==> config.mk <==
export PLATFORM = sky130hd
export DESIGN_NAME = pulse_sequencer
export DESIGN_NICKNAME = d
export VERILOG_FILES = /design/src/rtl/pulse_sequencer_pkg.sv /design/src/rtl/tick_gen.sv /design/src/rtl/pulse_sequencer.sv
export SDC_FILE = /design/constraint.sdc
export NUM_CORES = 1
export LEC_CHECK = 0
export ABC_AREA = 1
export BUFFER_PORTS_ARGS = -buffer_cell sky130_fd_sc_hd__buf_2
export CAP_MARGIN = 30
export CORE_MARGIN = 3
export CORE_UTILIZATION = 52
export DETAILED_ROUTE_END_ITERATION = 12
export GPL_ROUTABILITY_DRIVEN = 0
export MAX_ROUTING_LAYER = met4
export PLACE_DENSITY = 0.87
export REMOVE_ABC_BUFFERS = 1
export SLEW_MARGIN = 30
export SYNTH_ARGS = -nofsm -noshare
export SYNTH_HDL_FRONTEND = slang
export SYNTH_HIERARCHICAL = 1
export SYNTH_SLANG_ARGS = --single-unit
==> constraint.sdc <==
create_clock -name clk_i -period 2.2 [get_ports clk_i]
set_clock_uncertainty 0.1 [all_clocks]
set_input_delay 0.33 -clock clk_i [delete_from_list [all_inputs] [get_ports clk_i]]
set_output_delay 0.33 -clock clk_i [all_outputs]
set_load 0.02 [all_outputs]
==> src/rtl/pulse_sequencer_pkg.sv <==
// Shared types and defaults for the pulse sequencer.
// Holds the FSM state encoding and the default counter width.
package pulse_sequencer_pkg;

  localparam int CNT_W_DEF = 16;

  typedef enum logic [1:0] {
    IDLE = 2'd0,
    RUN  = 2'd1,
    DONE = 2'd2
  } state_t;

endpackage

==> src/rtl/tick_gen.sv <==
// Prescaler: registered tick every div+1 enabled cycles.
// Ports: clk_i, reset_i, clear, enable, div in; hit (comb), tick (reg) out.
module tick_gen #(
  parameter int W = 16
) (
  input  logic         clk_i,
  input  logic         reset_i,
  input  logic         clear,
  input  logic         enable,
  input  logic [W-1:0] div,
  output logic         hit,
  output logic         tick
);

  logic [W-1:0] presc;

  // hit is the edge that issues a tick; the tick itself shows next cycle
  assign hit = enable && (presc == div);

  always_ff @(posedge clk_i) begin
    if (reset_i) begin
      presc <= '0;
      tick  <= 1'b0;
    end else begin
      tick <= hit;
      if (clear) begin
        presc <= '0;
      end else if (enable) begin
        presc <= (presc == div) ? '0 : presc + 1'b1;
      end
    end
  end

endmodule

==> src/rtl/pulse_sequencer.sv <==
// Burst pulse sequencer: IDLE/RUN/DONE FSM around a tick prescaler.
// Ports: cfg handshake (valid/ready, div, count), start, abort; tick, busy, done, pulse_cnt out.
module pulse_sequencer
  import pulse_sequencer_pkg::*;
#(
  parameter int CNT_W = CNT_W_DEF
) (
  input  logic             clk_i,
  input  logic             reset_i,
  input  logic             cfg_valid_i,
  output logic             cfg_ready_o,
  input  logic [CNT_W-1:0] cfg_div_i,
  input  logic [CNT_W-1:0] cfg_count_i,
  input  logic             start_i,
  input  logic             abort_i,
  output logic             tick_o,
  output logic             busy_o,
  output logic             done_o,
  output logic [CNT_W-1:0] pulse_cnt_o
);

  state_t           state;
  state_t           state_n;
  logic [CNT_W-1:0] div_q;
  logic [CNT_W-1:0] cnt_q;
  logic [CNT_W-1:0] pulse_cnt;
  logic [CNT_W-1:0] pc_next;
  logic             idle;
  logic             run;
  logic             go;
  logic             enable;
  logic             hit;
  logic             last;

  assign idle    = (state == IDLE);
  assign run     = (state == RUN);
  assign go      = idle && start_i;
  // abort suppresses the tick even when the prescaler matches
  assign enable  = run && !abort_i;
  assign pc_next = pulse_cnt + 1'b1;
  assign last    = (cnt_q != '0) && (pc_next == cnt_q);

  tick_gen #(
    .W(CNT_W)
  ) u_tick (
    .clk_i  (clk_i),
    .reset_i(reset_i),
    .clear  (go),
    .enable (enable),
    .div    (div_q),
    .hit    (hit),
    .tick   (tick_o)
  );

  always_comb begin
    state_n = state;
    unique case (state)
      IDLE: if (start_i) state_n = RUN;
      RUN: begin
        if (abort_i) state_n = IDLE;
        else if (hit && last) state_n = DONE;
      end
      DONE: state_n = IDLE;
      default: state_n = IDLE;
    endcase
  end

  always_ff @(posedge clk_i) begin
    if (reset_i) state <= IDLE;
    else state <= state_n;
  end

  always_ff @(posedge clk_i) begin
    if (reset_i) begin
      div_q     <= '0;
      cnt_q     <= CNT_W'(1);
      pulse_cnt <= '0;
    end else begin
      if (idle && cfg_valid_i) begin
        div_q <= cfg_div_i;
        cnt_q <= cfg_count_i;
      end
      if (go) pulse_cnt <= '0;
      else if (hit) pulse_cnt <= pc_next;
    end
  end

  assign cfg_ready_o = idle;
  assign busy_o      = run;
  assign done_o      = (state == DONE);
  assign pulse_cnt_o = pulse_cnt;

endmodule

======== After elaboration in Yosys (flattened, before gate mapping) ========
Index checks and enable logic that the tools add are counted.
cells by class
  eq/ne operators ......................... 6
  add/subtract/negate cells ............... 2
  mux-type cells .......................... 5
  reductions and logical operators ........ 11
operators with widths
  cell                                                 number
  adder 16 x 1 -> 16 bit, second input constant        2
  equality test 16 bit                                 2
  two-way mux 16 bit                                   1
  nonzero test 16 bit                                  1
  logical AND 1 bit                                    6
  two-way mux 2 bit                                    3
  one-hot mux 2 bit (2 select lines)                   1
  != test 3 x 2 -> 1 bit, second input constant        1
  equality test 2 x 1 -> 1 bit, second input constant  1
  equality test 2 bit, second input constant           1
  logical NOT 2 bit                                    1
  != test 2 bit, second input constant                 1
  AND reduction 2 bit                                  1
  OR reduction 2 bit                                   1
  logical NOT 1 bit                                    1
storage, ports and cells
  flip-flop bits (word level) ............. 67
  logic and storage cells ................. 30

======== Longest topological paths before layout ========
Gate-level depths: netlist (run 1).
  word-level depth ........................ 7
  depth in mapped cells ................... 20
  mapped depth without buffers ............ 19

======== Hierarchy ========
Netlist (run 1), hierarchy kept.
by module, submodules not included
  module           seq. area each (µm²)  area each (µm²)  times used  cells an instance
  pulse_sequencer  1,001.0               2,596.2          1           395
  tick_gen         340.3                 1,246.2          1           214

======== Worst setup path after synthesis (run 1) ========
OpenSTA, ideal clock, no wires.
  path type ............................... reg-to-reg
  from .................................... register state[0]
  to ...................................... register state[0]
  library setup time ...................... 0.112 ns
  data arrival time ....................... 2.059 ns
  required time ........................... 1.988 ns
  setup slack ............................. -0.071 ns
  stages on the path, launching flop included .. 21
  buffers on the path ..................... 1
  cell sequence ........................... dfxtp_1 > inv_1 > nor3_1 > buf_2 > nand2_1 > nor2_1 > nand2_1 > nor2_1 > nand3_2 > inv_1 > nand2_1 > nand2_1 > nand3_1 > nor2_1 > nand2_1 > nor2_1 > nand3_2 > nor2_2 > nand3_2 > nand2_1 > nand2_1
between the ends
  longest elaborated chain between the ends .. 6
ends and longest elaborated chain
  item                              line                   source
  from (decl)                       pulse_sequencer.sv:22  state_t state;
  from (signal assigned)            pulse_sequencer.sv:70  else state <= state_n;
  equality test 2 x 1 -> 1 bit      pulse_sequencer.sv:36  assign run = (state == RUN);
  logical AND 1 bit                 pulse_sequencer.sv:39  assign enable = run && !abort_i;
  named net enable                  pulse_sequencer.sv:31  logic enable;
  logical AND 1 bit                 tick_gen.sv:18         assign hit = enable && (presc == div);
  named net hit                     pulse_sequencer.sv:32  logic hit;
  logical AND 1 bit                 pulse_sequencer.sv:61  else if (hit && last) state_n = DONE;
  != test 3 x 2 -> 1 bit (no line)  -
  AND reduction 2 bit (no line)     -
The timed path passes the listed nets, and every way through them passes these cells.
A chain may end at the register's enable or synchronous reset.

======== Final worst setup path (run 1) ========
  from .................................... register u_tick.presc[12]
  to ...................................... register state[0]
between the ends
  longest elaborated chain between the ends .. 5
ends and longest elaborated chain
  item                              line                   source
  from (decl)                       tick_gen.sv:15         logic [W-1:0] presc;
  from (signal assigned)            tick_gen.sv:29         presc <= (presc == div) ? '0 : presc + 1'b1;
  equality test 16 bit              tick_gen.sv:18
  logical AND 1 bit                 tick_gen.sv:18
  named net hit                     pulse_sequencer.sv:32
  logical AND 1 bit                 pulse_sequencer.sv:61
  != test 3 x 2 -> 1 bit (no line)  -
  AND reduction 2 bit (no line)     -
The timed path passes the listed nets, and every way through them passes these cells.

==> results of run 1 <==
==> per-stage QoR <==
stage | total power [W] | setup WS, ns | std cells | hold WS [ns] | setup TNS (ns)
floorplan | 0.00156 | -0.495 | 596 | 0.302 | -4.01
global placement | 0.00167 | -0.0594 | 766 | 0.380 | -0.0594
detailed placement | 0.00168 | -0.0798 | 766 | 0.382 | -0.0918
CTS | 0.00284 | 0.0311 | 782 | 0.0820 | 0
global route | 0.00297 | -0.185 | 785 | 0.101 | -0.303
finish | 0.00284 | 0.0128 | 785 | 0.0983 | 0
==> flip-flops by register name, indices dropped and copies added, names as in the netlist <==
| register | count |
|---|---|
| cnt_q | 16 |
| div_q | 16 |
| pulse_cnt_o | 16 |
| state | 2 |
| u_tick/presc | 16 |
| u_tick/tick | 1 |
==> metal layers <==
| metal | track usage | vias up | share of wire |
|---|---|---|---|
| met5 | - | - | 0 |
| met3 | 0.0517 | 35 | 0.088 |
| li1 | - | 2063 | - |
| met1 | 0.326 | 1840 | 0.44 |
| met2 | 0.381 | 209 | 0.44 |
| met4 | 0.109 | 0 | 0.028 |
==> worst max-delay path by stage <==
stage,start,endpoint,slack (ns),cells after the start
final,u_tick/presc[12]$_SDFFE_PP0P_,state[0]$_SDFFE_PP0P_,0.01,17
after global routing,state[0]$_SDFFE_PP0P_,state[0]$_SDFFE_PP0P_,-0.19,19
after CTS,u_tick/presc[12]$_SDFFE_PP0P_,state[0]$_SDFFE_PP0P_,0.03,17
after detailed placement,abort_i,state[0]$_SDFFE_PP0P_,-0.08,19
after global placement,abort_i,state[0]$_SDFFE_PP0P_,-0.06,19
after floorplan,state[0]$_SDFFE_PP0P_,state[0]$_SDFFE_PP0P_,-0.49,19
==> final cells by class <==
| type | instances | area [µm²] | area share |
|---|---|---|---|
| clock buffers | 12 | 155 | 0.0338 |
| clock inverters | 4 | 72.6 | 0.0158 |
| inverters | 89 | 334 | 0.0729 |
| multi-input cells | 440 | 2120 | 0.463 |
| flip-flops and latches | 67 | 1340 | 0.293 |
| well taps | 96 | 120 | 0.0262 |
| repair buffers | 77 | 438 | 0.0955 |
==> logic make-up (layout without fill, tap and decap cells) <==
family | after synthesis | after routing | share of synthesized area
buf+inv | 102 | 182 | 0.104
xor+xnor | 14 | 14 | 0.0355
compound gates | 77 | 77 | 0.104
fa+ha+maj | 2 | 2 | 0.00651
simple gates | 347 | 347 | 0.401
flops | 67 | 67 | 0.349
==> power by group through the flow <==
| stage | logic [W] | registers (W) | clock network, W |
|---|---|---|---|
| final | 0.000360 | 0.00131 | 0.00117 |
| after detailed placement | 0.000348 | 0.00133 | 0 |
| after global routing | 0.000407 | 0.00131 | 0.00125 |
| after CTS | 0.000351 | 0.00131 | 0.00119 |
| after floorplan | 0.000233 | 0.00132 | 0 |
| after global placement | 0.000340 | 0.00133 | 0 |
==> layout by cell type (no fill, tap or decap), types with 5 or more instances in the layout <==
cell type / Yosys / final
a21oi_1: 26 / 26
buf_2: 1 / 56
buf_4: 0 / 21
clkbuf_8: 0 / 11
dfxtp_1: 67 / 66
inv_1: 82 / 80
inv_2: 4 / 6
nand2_1: 159 / 157
nand2_2: 7 / 9
nand3_1: 41 / 41
nand3_2: 5 / 5
nand4_1: 7 / 7
nor2_1: 92 / 90
nor2_2: 17 / 19
nor2_4: 6 / 6
nor3_1: 8 / 7
o211ai_1: 5 / 5
o21ai_0: 40 / 40
o21ai_1: 5 / 5
xor2_1: 11 / 11
==> repair_timing <==
| action | in CTS | in global routing |
|---|---|---|
| buffers inserted | 0 | 3 |
| cloned | 0 | 0 |
| hold endpoints to repair | 0 | 0 |
| gates resized for setup | 1 | 8 |
| pin swaps | 0 | 13 |
| endpoints found under the setup margin | 1 | 9 |
==> critical path, delay by kind of cell, from the launching register on <==
family | cells | cell delay (ns)
buf+inv | 2 | 0.16
flops | 1 | 0.39
simple gates | 15 | 1.44
==> flow_metrics.py, run 1 <==
metrics = {
    "cts": {
        "root_buffer": "clkbuf_8",
        "ctsHoldBuffers": 0,
        "clock_sinks": 67,
        "path_clk_slew_ns": 0.07,
        "clock_latency_ns": 0.35,
        "tritoncts": "built",
        "htreeDepth": 3,
        "clockBufferDepth": 2,
        "numCtsBuffers": 9,
    },
    "pwr": {
        "switchingPower_w": 0.000734,
        "clkPwrFrac": 0.412,
        "p_int_w": 0.00210,
        "powerDensity_nw_per_um2": 619,
        "share_seq_of_total_power": 0.461,
        "switching_share": 0.259,
        "power.leakage_nw": 2.16,
        "peakVddDrop_v": 0.000283,
        "combPwrFrac": 0.127,
    },
    "critical_path": {
        "r2r_end": "state[0]$_SDFFE_PP0P_",
        "rrSetupSlack_ns": 0.01,
        "rr_worst_depth": 17,
        "reg2reg_from": "u_tick/presc[12]$_SDFFE_PP0P_",
        "crit_path_frequent_cell": "nand2_1",
        "crit_slowest_cell": "dfxtp_1",
        "path_class": "flop to flop",
        "arrival_ns": 2.33,
        "critPathCaptureType": "flop",
        "required_ns": 2.34,
        "cp_cell_sequence": "inv_1 > nand2_1 > nand2_1 > nor3_1 > nand3_2 > inv_2 > nand2_1 > nand2_1 > nand3_1 > nor2_1 > nand2_1 > nor2_2 > nand3_2 > nor2_2 > nand3_2 > nand2_2 > nand2_1",
        "critPathMaxStageDelay_ns": 0.39,
        "startpoint_type": "flop",
        "crit_fanout": 4,
    },
    "floorplanning": {
        "core_area_um2": 6980,
        "chipWidth_um": 92.0,
        "num_rows": 30,
        "die_area_um2": 8460,
        "start_util": 0.550,
        "top_level_ports": 57,
        "die_h_um": 92.0,
    },
    "logic_synthesis": {
        "synth_cells": 609,
        "async_reset_ff_frac": 0,
        "synthTopCellsByArea": "dfxtp_1, nand2_1, nor2_1",
        "synth_ff_type": "dfxtp_1",
        "ys_top_cells_by_count": "nand2_1, nor2_1, inv_1, dfxtp_1, nand3_1",
        "yosysSeqAreaShare": 0.349,
        "syn_area_um2": 3840,
        "synth.most_common_cell": "nand2_1",
        "synth_cell_types": 28,
        "syn_avg_cell_area_um2": 6.31,
        "yosys_register_bits": 67,
        "synth_edf_count": 0,
        "netlist.area_leader.share": 0.349,
        "synth_area_leader_cell": "dfxtp_1",
        "yosysWarnings": 6,
    },
    "global_route": {
        "grt_pass1_wl_um": 16800,
        "grt_antenna_before_repair": 0,
        "overflow": 0,
        "grt_max_degree": 44,
        "grt_pass1_vias": 3834,
        "track_usage": 0.252,
    },
    "timing": {
        "tightestPinTransition_ns": 0.454,
        "fin_crit_ns": 2.19,
        "hold_viol_final": 0,
        "slew_violations": 0,
        "rsz0062_at_grt": "yes",
        "setup_viol_count_final": 0,
        "max_slew_margin": 0.697,
        "fmax_mhz": 457,
        "post-route-period-util": 0.994,
    },
    "detailed_routing": {
        "avgRoutedWirePerCell_um": 12.8,
        "dr.first_iter.drc_count": 371,
        "wl_um": 10000,
        "route.vias.total": 4147,
        "via_per_inst": 5.28,
        "detail-route-antenna-nets": 0,
        "drtPass1Iterations": 6,
        "route.detailed.drc": 0,
    },
    "worst_hold_path": {
        "min_path_type": "primary input to flop",
        "hp-start": "cfg_count_i[0]",
        "whs_endpoint": "cnt_q[0]$_SDFFE_PP1P_",
        "holdPathStages": 3,
    },
    "placed_design": {
        "port_buffers": 56,
        "dp_hpwl_um": 7390,
        "placed_cell_area_um2": 4310,
    },
    "final_layout": {
        "area_growth_pct": 19.3,
        "drive_gt1_frac": 0.205,
        "antenna_cells": 0,
        "finalNetCount": 723,
        "fillers": 618,
        "final_core_util": 0.657,
        "fin_area_um2": 4580,
    },
    "run": {
        "maxCapViolations": 0,
    },
    "outcome": {
        "status": "finished clean",
    },
}
Power figures use the tool's default switching activity.
==> inputs of run 2 (changes only) <==
--- a/config.mk
+++ b/config.mk
@@ -9,11 +9,12 @@
 export BUFFER_PORTS_ARGS = -buffer_cell sky130_fd_sc_hd__buf_2
 export CAP_MARGIN = 30
 export CORE_MARGIN = 3
-export CORE_UTILIZATION = 52
+export CORE_UTILIZATION = 62
 export DETAILED_ROUTE_END_ITERATION = 12
 export GPL_ROUTABILITY_DRIVEN = 0
 export MAX_ROUTING_LAYER = met4
-export PLACE_DENSITY = 0.87
+export PLACE_DENSITY = 0.95
+export RECOVER_POWER = 100
 export REMOVE_ABC_BUFFERS = 1
 export SLEW_MARGIN = 30
 export SYNTH_ARGS = -nofsm -noshare
==> constraint.sdc (replaced) <==
create_clock -name clk_i -period 2.6 [get_ports clk_i]
set_clock_uncertainty 0.1 [all_clocks]
set_input_delay 0.39 -clock clk_i [delete_from_list [all_inputs] [get_ports clk_i]]
set_output_delay 0.39 -clock clk_i [all_outputs]
set_load 0.02 [all_outputs]
==> run 2 against run 1 <==
  * Cell count down 4.5%
  * Core utilization grew 8.7 points
  * Total power decreased by 10%
  * Setup slack improved by 0.29 ns
==> flow_metrics.py, run 2 (synthesized netlist as in run 1, its figures left out) <==
metrics = {
    "timing": {
        "hold_viol_final": 0,
        "max_slew_margin": 0.502,
        "rsz0062_at_grt": "no",
        "post-route-period-util": 0.885,
        "setup_ws_ns": 0.298,
        "fmax_mhz": 434,
        "setup_viol_count_final": 0,
        "fin_crit_ns": 2.30,
        "slew_violations": 0,
        "tightestPinTransition_ns": 0.747,
    },
    "final_layout": {
        "final_common_cell": "nand2_1",
        "drive_gt1_frac": 0.148,
        "fin_cells": 750,
        "final_core_util": 0.744,
        "fin_area_um2": 4430,
        "finalNetCount": 709,
        "antenna_cells": 0,
        "area_growth_pct": 15.3,
        "final_cell_mix": "nand2_1, nor2_1, inv_1",
    },
    "detailed_routing": {
        "route.detailed.drc": 0,
        "avgRoutedWirePerCell_um": 14.1,
        "wl_um": 10600,
        "drtPass1Iterations": 6,
        "detail-route-antenna-nets": 0,
        "dr.first_iter.drc_count": 433,
        "route.vias.total": 4183,
        "via_per_inst": 5.58,
    },
    "cts": {
        "numCtsBuffers": 9,
        "clock_sinks": 67,
        "root_buffer": "clkbuf_8",
        "cts_setup_buffers": 0,
        "path_clk_slew_ns": 0.07,
        "clock_latency_ns": 0.34,
        "tritoncts": "built",
        "htreeDepth": 3,
        "clockBufferDepth": 2,
    },
    "placed_design": {
        "numPlacedInstances": 734,
        "place_ws_ns": 0.0958,
        "dp_hpwl_um": 7360,
        "port_buffers": 56,
        "placed_cell_area_um2": 4200,
    },
    "floorplanning": {
        "die_area_um2": 7180,
        "num_rows": 28,
        "chipWidth_um": 84.7,
        "start_util": 0.645,
        "die_h_um": 84.7,
        "core_area_um2": 5960,
        "top_level_ports": 57,
    },
    "global_route": {
        "grt_pass1_vias": 3853,
        "overflow": 0,
        "grt_max_degree": 44,
        "grt_antenna_before_repair": 0,
        "grt_pass1_wl_um": 17400,
        "track_usage": 0.308,
    },
    "critical_path": {
        "rrSetupSlack_ns": 0.30,
        "startpoint_type": "flop",
        "worstSetupStartpoint": "div_q[7]$_SDFFE_PP0P_",
        "required_ns": 2.74,
        "rr_worst_depth": 19,
        "path_class": "flop to flop",
        "crit_fanout": 7,
        "reg2reg_from": "div_q[7]$_SDFFE_PP0P_",
        "r2r_end": "state[0]$_SDFFE_PP0P_",
        "critPathCaptureType": "flop",
        "cp-endpoint": "state[0]$_SDFFE_PP0P_",
        "arrival_ns": 2.45,
    },
    "pwr": {
        "switching_share": 0.252,
        "switchingPower_w": 0.000642,
        "combPwrFrac": 0.116,
        "peakVddDrop_v": 0.000390,
        "clkPwrFrac": 0.450,
        "p_int_w": 0.00191,
        "power.leakage_nw": 2.00,
        "powerDensity_nw_per_um2": 576,
        "share_seq_of_total_power": 0.434,
    },
    "worst_hold_path": {
        "min_path_type": "primary input to flop",
    },
    "run": {
        "maxCapViolations": 0,
    },
    "outcome": {
        "status": "finished clean",
    },
}
## run 2: power by group through the flow
stage / registers [W] / logic (W) / clock network, W
global placement: 0.00113 / 0.000277 / 0
CTS: 0.00111 / 0.000292 / 0.00115
floorplan: 0.00112 / 0.000197 / 0
detailed placement: 0.00113 / 0.000288 / 0
finish: 0.00111 / 0.000295 / 0.00115
global route: 0.00111 / 0.000336 / 0.00119
## run 2: what timing repair did
action	CTS	global route
endpoints found under the setup margin	0	2
hold buffers	0	0
gates resized for setup	0	5
## run 2: routing by layer
metal,part of all wire,up-vias,track usage
met5,0,-,-
met4,0.023,0,0.112
met3,0.097,45,0.0667
met2,0.47,231,0.500
met1,0.41,1873,0.375
li1,-,2034,-
## run 2: through the flow
| step | hold slack [ns] | total power, W | setup TNS (ns) |
|---|---|---|---|
| final | 0.166 | 0.00255 | 0 |
| after global routing | 0.180 | 0.00264 | 0 |
| after CTS | 0.163 | 0.00254 | 0 |
| after detailed placement | 0.388 | 0.00142 | 0 |
| after global placement | 0.381 | 0.00140 | 0 |
| after floorplan | 0.355 | 0.00132 | -0.208 |
## run 2: worst min-delay path by stage
stage | start | to | cells after the start | slack (ns)
floorplan | cnt_q[10]$_SDFFE_PP0P_ | cnt_q[10]$_SDFFE_PP0P_ | 2 | 0.35
global placement | cnt_q[4]$_SDFFE_PP0P_ | cnt_q[4]$_SDFFE_PP0P_ | 2 | 0.38
detailed placement | cnt_q[13]$_SDFFE_PP0P_ | cnt_q[13]$_SDFFE_PP0P_ | 2 | 0.39
CTS | cfg_count_i[0] | cnt_q[0]$_SDFFE_PP1P_ | 3 | 0.16
global route | cfg_count_i[0] | cnt_q[0]$_SDFFE_PP1P_ | 3 | 0.18
finish | cfg_count_i[0] | cnt_q[0]$_SDFFE_PP1P_ | 3 | 0.17
## run 2: cell type report
type                       instances  area (µm²)
timing repair buffer              63         294
multi-input combinational        440        2100
inverter                          89         334
tap                               75        93.8
clock inverter                     7         140
fill                             478        1520
sequential                        67        1340
clock buffer                       9         124
## run 2: worst max-delay path, stage by stage (launching register included)
cell and delay, ns:
dfxtp_1 0.42, inv_1 0.08, nand2_1 0.08, nand2_1 0.05, nor2_1 0.13, nand2_1 0.07
nor2_1 0.11, nand3_2 0.09, inv_2 0.12, nand2_1 0.09, nand2_1 0.07, nand3_1 0.09
nor2_2 0.14, nand2_1 0.07, nor2_1 0.11, nand3_2 0.09, nor2_2 0.10, nand3_2 0.08
nand2_1 0.06, nand2_1 0.04
